<file path="src/rtl/imem_fetch_ctrl.sv">
// Sequential instruction fetch from a combinational IMEM into a one-entry output buffer.
// Capture lands 1 cycle after issue; the buffer holds while decode stalls, and a redirect flushes it.
module imem_fetch_ctrl #(
  parameter logic [31:0] RESET_PC = 32'h0000_0000,
  parameter logic [31:0] PC_INC   = 32'd4
) (
  input  logic        clk,
  input  logic        rst_n,
  input  logic        en,
  output logic [31:0] imem_pc,
  input  logic [31:0] imem_inst,
  input  logic        redirect_valid,
  input  logic [31:0] redirect_pc,
  output logic        out_valid,
  input  logic        out_ready,
  output logic [31:0] out_pc,
  output logic [31:0] out_inst,
  output logic [31:0] fetch_count,
  output logic        state_o
);

  typedef enum logic {
    S_IDLE  = 1'b0,
    S_FETCH = 1'b1
  } state_t;

  state_t      r_state;
  state_t      w_state_nxt;
  logic [31:0] r_pc;
  logic [31:0] w_pc_nxt;
  logic        r_out_valid;
  logic        w_out_valid_nxt;
  logic [31:0] r_out_pc;
  logic [31:0] w_out_pc_nxt;
  logic [31:0] r_out_inst;
  logic [31:0] w_out_inst_nxt;
  logic [31:0] r_fetch_count;
  logic        w_slot_free;
  logic        w_xfer;

  assign w_slot_free = ~r_out_valid | out_ready;
  assign w_xfer      = r_out_valid & out_ready;

  always_ff @(posedge clk or negedge rst_n) begin
    if (!rst_n) begin
      r_state       <= S_IDLE;
      r_pc          <= RESET_PC;
      r_out_valid   <= 1'b0;
      r_out_pc      <= 32'h0;
      r_out_inst    <= 32'h0;
      r_fetch_count <= 32'h0;
    end else begin
      r_state     <= w_state_nxt;
      r_pc        <= w_pc_nxt;
      r_out_valid <= w_out_valid_nxt;
      r_out_pc    <= w_out_pc_nxt;
      r_out_inst  <= w_out_inst_nxt;
      // A transfer accepted in a flush cycle still counts.
      if (w_xfer) begin
        r_fetch_count <= r_fetch_count + 32'd1;
      end
    end
  end

  always_comb begin
    w_state_nxt     = en ? S_FETCH : S_IDLE;
    w_pc_nxt        = r_pc;
    w_out_valid_nxt = r_out_valid;
    w_out_pc_nxt    = r_out_pc;
    w_out_inst_nxt  = r_out_inst;

    if (redirect_valid) begin
      w_pc_nxt        = {redirect_pc[31:2], 2'b00};
      w_out_valid_nxt = 1'b0;
    end else if (r_state == S_FETCH) begin
      if (w_slot_free) begin
        w_out_pc_nxt    = r_pc;
        w_out_inst_nxt  = imem_inst;
        w_out_valid_nxt = 1'b1;
        w_pc_nxt        = r_pc + PC_INC;
      end
    end else begin
      w_out_valid_nxt = r_out_valid & ~out_ready;
    end
  end

  assign imem_pc     = r_pc;
  assign out_valid   = r_out_valid;
  assign out_pc      = r_out_pc;
  assign out_inst    = r_out_inst;
  assign fetch_count = r_fetch_count;
  assign state_o     = r_state;

endmodule

</file>
<file path="config.mk">
export PLATFORM = sky130hd
export DESIGN_NAME = imem_fetch_ctrl
export DESIGN_NICKNAME = d
export VERILOG_FILES = /design/src/rtl/imem_fetch_ctrl.sv
export SDC_FILE = /design/constraint.sdc
export NUM_CORES = 1
export LEC_CHECK = 0
export ABC_AREA = 1
export CORE_UTILIZATION = 51
export DETAILED_ROUTE_END_ITERATION = 8
export PLACE_DENSITY = 0.9
export SETUP_SLACK_MARGIN = 0.4
export SYNTH_ARGS = -nofsm -noshare
export SYNTH_HDL_FRONTEND = slang
export SYNTH_SLANG_ARGS = --single-unit
</file>
<file path="constraint.sdc">
create_clock -name clk -period 4.28 [get_ports clk]
set_clock_uncertainty 0.05 [all_clocks]
set_input_delay 0.428 -clock clk [delete_from_list [all_inputs] [get_ports clk]]
set_output_delay 0.428 -clock clk [all_outputs]
set_load 0.01 [all_outputs]
</file>
# Word-level counts from Yosys, hierarchy flattened
# Cells that the tools add are included.
# classes
bitwise_logic,6
eq_ne,1
shift,0
addsub,2
div,0
n_reduce_logical,4
n_lt_le_gt_ge,0
multipliers,0
muxes,7
# ops
op,n
2-to-1 mux 32 bit,3
"adder 32 x 1 -> 32 bit, second input constant",1
"adder 32 x 3 -> 32 bit, second input constant",1
2-to-1 mux 1 bit,4
nonzero test 2 bit,2
"!= test 3 x 2 -> 1 bit, second input constant",1
inverter 1 bit,3
AND reduction 3 bit,1
bitwise AND 1 bit,2
AND reduction 2 bit,1
bitwise OR 1 bit,1
# word_totals
reg_bits,130
latchBits,0
out_inout_bits,130
wordCells,26
input_bits,69
mem_bits_ro,0
mem_count,0
mem_bits_rw,0

# Logic depth before layout (Yosys ltp)
# logic_depth
word_depth,5
depth_mapped,10
depth_no_buf,10

# Worst setup path after synthesis
# Ideal clock, no wire load.
# synth_timing
path_kind,flip-flop to flip-flop
startpoint,"reg r_pc[2], in the netlist imem_pc[2]"
endpoint,"reg r_pc[24], in the netlist imem_pc[24]"
n_path_buf,0
path_stages_with_launch,11
arrival_ns,1.413
setup_slack_ns,2.701
setup_ns,0.116
synth_period_minus_slack_ns,1.579
path_cell_list,dfrtp_1 -> ha_1 -> nand2_2 -> nor2_4 -> nand2_4 -> nor2_2 -> nand2_1 -> nand2_1 -> nand3_1 -> nand2_1 -> nand2_1
# synth_via
elab_chain_len,4
# synth_lines
item,line,rtl
from (decl),29,logic [31:0] r_pc;
from (signal assigned),54,r_pc <= w_pc_nxt;
adder 32 x 3 -> 32 bit,80,w_pc_nxt = r_pc + PC_INC;
2-to-1 mux 32 bit,76,if (w_slot_free) begin
2-to-1 mux 32 bit,75,end else if (r_state == S_FETCH) begin
2-to-1 mux 32 bit,72,if (redirect_valid) begin
# No other way between the ends. The select of a mux whose other input is x is not followed.
# A chain may end at the register's enable or synchronous reset.

# Worst setup path in the final report
# layout_timing
startpoint,in redirect_valid
endpoint,"reg r_pc[19], in the netlist imem_pc[19]"
# layout_via
elab_chain_len,2
elab_cells_between_ends,4
classes_between,mux: 1; reduce/logical: 3
# layout_lines
item,line,rtl
from (decl),12,"input logic redirect_valid,"
nonzero test 2 bit (no source line),--,
AND reduction 2 bit (no source line),--,
# Parallel ways exist; a longest one is shown, timed or not.

==> out/metrics.cfg <==
[synth]
ys_seq_elements=126
postSynthAreaPerCell_um2=7.650
ys_seq_area_share_pct=48.95
synth-main-ff-cell=dfrtp_1
syn_area_um2=6441
async_flop_share_pct=100.0
synth_top_area_share_pct=48.95
syn_inst=842
synth_top_cell_by_area=dfrtp_1
synth-edff-count=0
synth_compound_area_share_pct=5.225
synth_mux_area_share_pct=0
ys_warn_count=0
synth_area_leaders=dfrtp_1 (49%), nand2_1 (20%), nor2_1 (5.7%)
synth-simple-area-share_pct=35.41
synthDistinctLibCells=40
synth_top_family_by_area=simple AND/OR/NAND/NOR gates
synthAdderAreaFrac_pct=0.3885
synthXorXnorAreaFrac_pct=4.079

[setup_path]
path_class=in2reg
end_kind=flop
startpoint=redirect_valid
r2r_cells=6
crit_path_end=imem_pc[19]
worstPathRequired_ns=4.54
worstPathMaxFanout=91
worst_ep_arrival_time_ns=2.65
rr_endpoint=imem_pc[19]
reg2reg_slack_ns=2.32
rr_startpoint=out_valid
startpoint_type=primary input

[pwr]
p_clk_share_pct=39.7
p_switching_w=0.001104
power_frac_comb_pct=21.5
p_seq_share_pct=38.8
p_leak_nw=4.169
p_sw_share_pct=28.47
irDropWorstVdd_uv=300.4
powerDensity_nw_per_um2=425.3
p_int_w=0.002774

[route]
vias=6436
routedWlPerCell_um=15.46
antenna_left=0
routed_via_density=5.293
wl_um=18800
drc=0
drtIter0Drc=582
drt_pass1_iterations=5

[status]
status=complete, no violations

[timing]
post-route-min-period_ns=2.387
slew-limit-headroom_pct=33.63
hold_violations=0
max_freq_mhz=418.9
setup_tns_ns=0
finalCritPeriodShare_pct=55.78
slew_viol_final=0
tightest_slew_ns=0.9955
rsz0062_at_grt=no
setup_viol=0

[cts]
cts-root-buf=clkbuf_16
cts.clk_slew.worst_paths_ns=0.06
cts_tree=done
post-cts-setup-buffers=0
clk_path_buf_depth=2
htreeDepth=4
insertion_delay_ns=0.42
clkSinkCount=126
cts_buffers=17

[min_path]
hold_depth=1
hold_path_class=in2reg

[grt]
grt_use_total_pct=30.27
grt_pass1_wl_um=30130
overflow=0
grt_pass1_vias=6264
grt_max_degree=92
antenna_found_initial=0

[placement]
gp_congestion=0.9872
post-dp-hpwl_um=13100
port-buffer-count=192
dp.cells=1183
placed_area_um2=8476

[die]
die_area_um2=13080
fp.dieW_um=114.4
io_pins=199
core_area_um2=12160
die_h_um=114.4
rows=40
initial_core_util_pct=52.96

[layout]
multiInputGateArea_um2=2923
nets=1106
layout_common_cells=nand2_1 (343), clkdlybuf4s50_1 (191), dfrtp_1 (126)
stdcell_count=1216
syn2layout_area_growth_pct=41.53
fillCellCount=892
ff_latch_area_um2=3153
design_area_um2=9116
antenna-diode-count=0
final_common_cell=nand2_1
drive_above_1_share_pct=7.156

[flow_run]
cap_violations=0

[cell families (layout without fill, tap and decap cells)]
| family | after synthesis | count (layout) |
|---|---|---|
| XOR/XNOR | 30 | 30 |
| other | 1 | 4 |
| adder cells (fa/ha/maj) | 2 | 2 |
| AND/OR/NAND/NOR | 537 | 537 |
| flip-flops | 126 | 126 |
| buffers and inverters | 88 | 291 |
| AO/OA/AOI/OAI | 58 | 58 |
[worst max-delay path: stages]
cell and delay, ns:
clkdlybuf4s50_1 0.87, nor2_1 0.13, nand2_2 0.11, buf_4 0.69
nor2_1 0.12, a22oi_1 0.19, nand2_1 0.07
[worst min-delay path by stage]
stage / slack (ns) / startpoint / to
4_1_cts: 0.38 / en / state_o
2_1_floorplan: 0.08 / rst_n / fetch_count[0]
3_3_place_gp: 0.41 / out_inst[25] / out_inst[25]
5_1_grt: 0.40 / en / state_o
6_report: 0.39 / en / state_o
3_5_place_dp: 0.41 / out_inst[14] / out_inst[14]
[cells in the mapped netlist (2+ instances only)]
master    number
a21oi_1        2
a31oi_1        2
buf_2         12
buf_4          6
clkbuf_1       8
dfrtp_1      126
ha_1           2
inv_1         58
nand2_1      344
nand2_2        9
nand3_1       39
nand3b_1      10
nand4_1        5
nor2_1        98
nor2_2         9
nor2_4         9
nor3_1         8
o211ai_1       4
o21ai_0       35
o21ai_1        4
o21bai_1       4
o221ai_1       2
xnor2_1       15
xor2_1        15
[power groups by stage]
stage                     clock network [W]  logic (W)  registers (W)
after floorplan                           0   0.000274        0.00157
after global placement                    0   0.000803        0.00152
after detailed placement                  0   0.000827        0.00152
after CTS                           0.00154   0.000838        0.00150
after global routing                0.00160   0.000907        0.00152
final                               0.00154   0.000834        0.00151
[registers in the layout (all words and copies together) (netlist names)]
| signal | flops |
|---|---|
| out_pc | 30 |
| out_valid | 1 |
| imem_pc | 30 |
| state_o | 1 |
| out_inst | 32 |
| fetch_count | 32 |
[routing by layer]
layer  up-vias  track usage [%]  part of all wire (%)
met3        57            7.994                   8.9
met5         -                0                     0
met1      3018            36.85                    39
met2       348            49.13                    49
li1       3013                -                     -
met4         0            16.62                   3.4
[timing repair]
action,4_1_cts,5_1_grt
gates resized for setup,0,0
endpoints found under the hold margin,24,0
hold buffers,1,0
[layout make-up]
| cell class | count | share of cell area, % |
|---|---|---|
| timing repair buffer | 198 | 21.58 |
| multi-input combinational | 631 | 32.06 |
| clock buffer | 19 | 4.859 |
| tap | 168 | 2.306 |
| inverter | 61 | 2.553 |
| clock inverter | 13 | 2.059 |
| sequential | 126 | 34.59 |
[stage by stage]
stage               hold slack, ns  total power (W)  worst slack [ns]  util, %
floorplan                  0.08241         0.001841             2.701        -
CTS                         0.3818         0.003886             1.944    74.96
global route                0.4001         0.004036             1.725    74.96
detailed placement          0.4139         0.002344             1.508    69.69
finish                      0.3919         0.003877             1.893    74.96
global placement            0.4107         0.002319             1.531    69.69
Note: power is estimated with default switching activity, not from simulation.
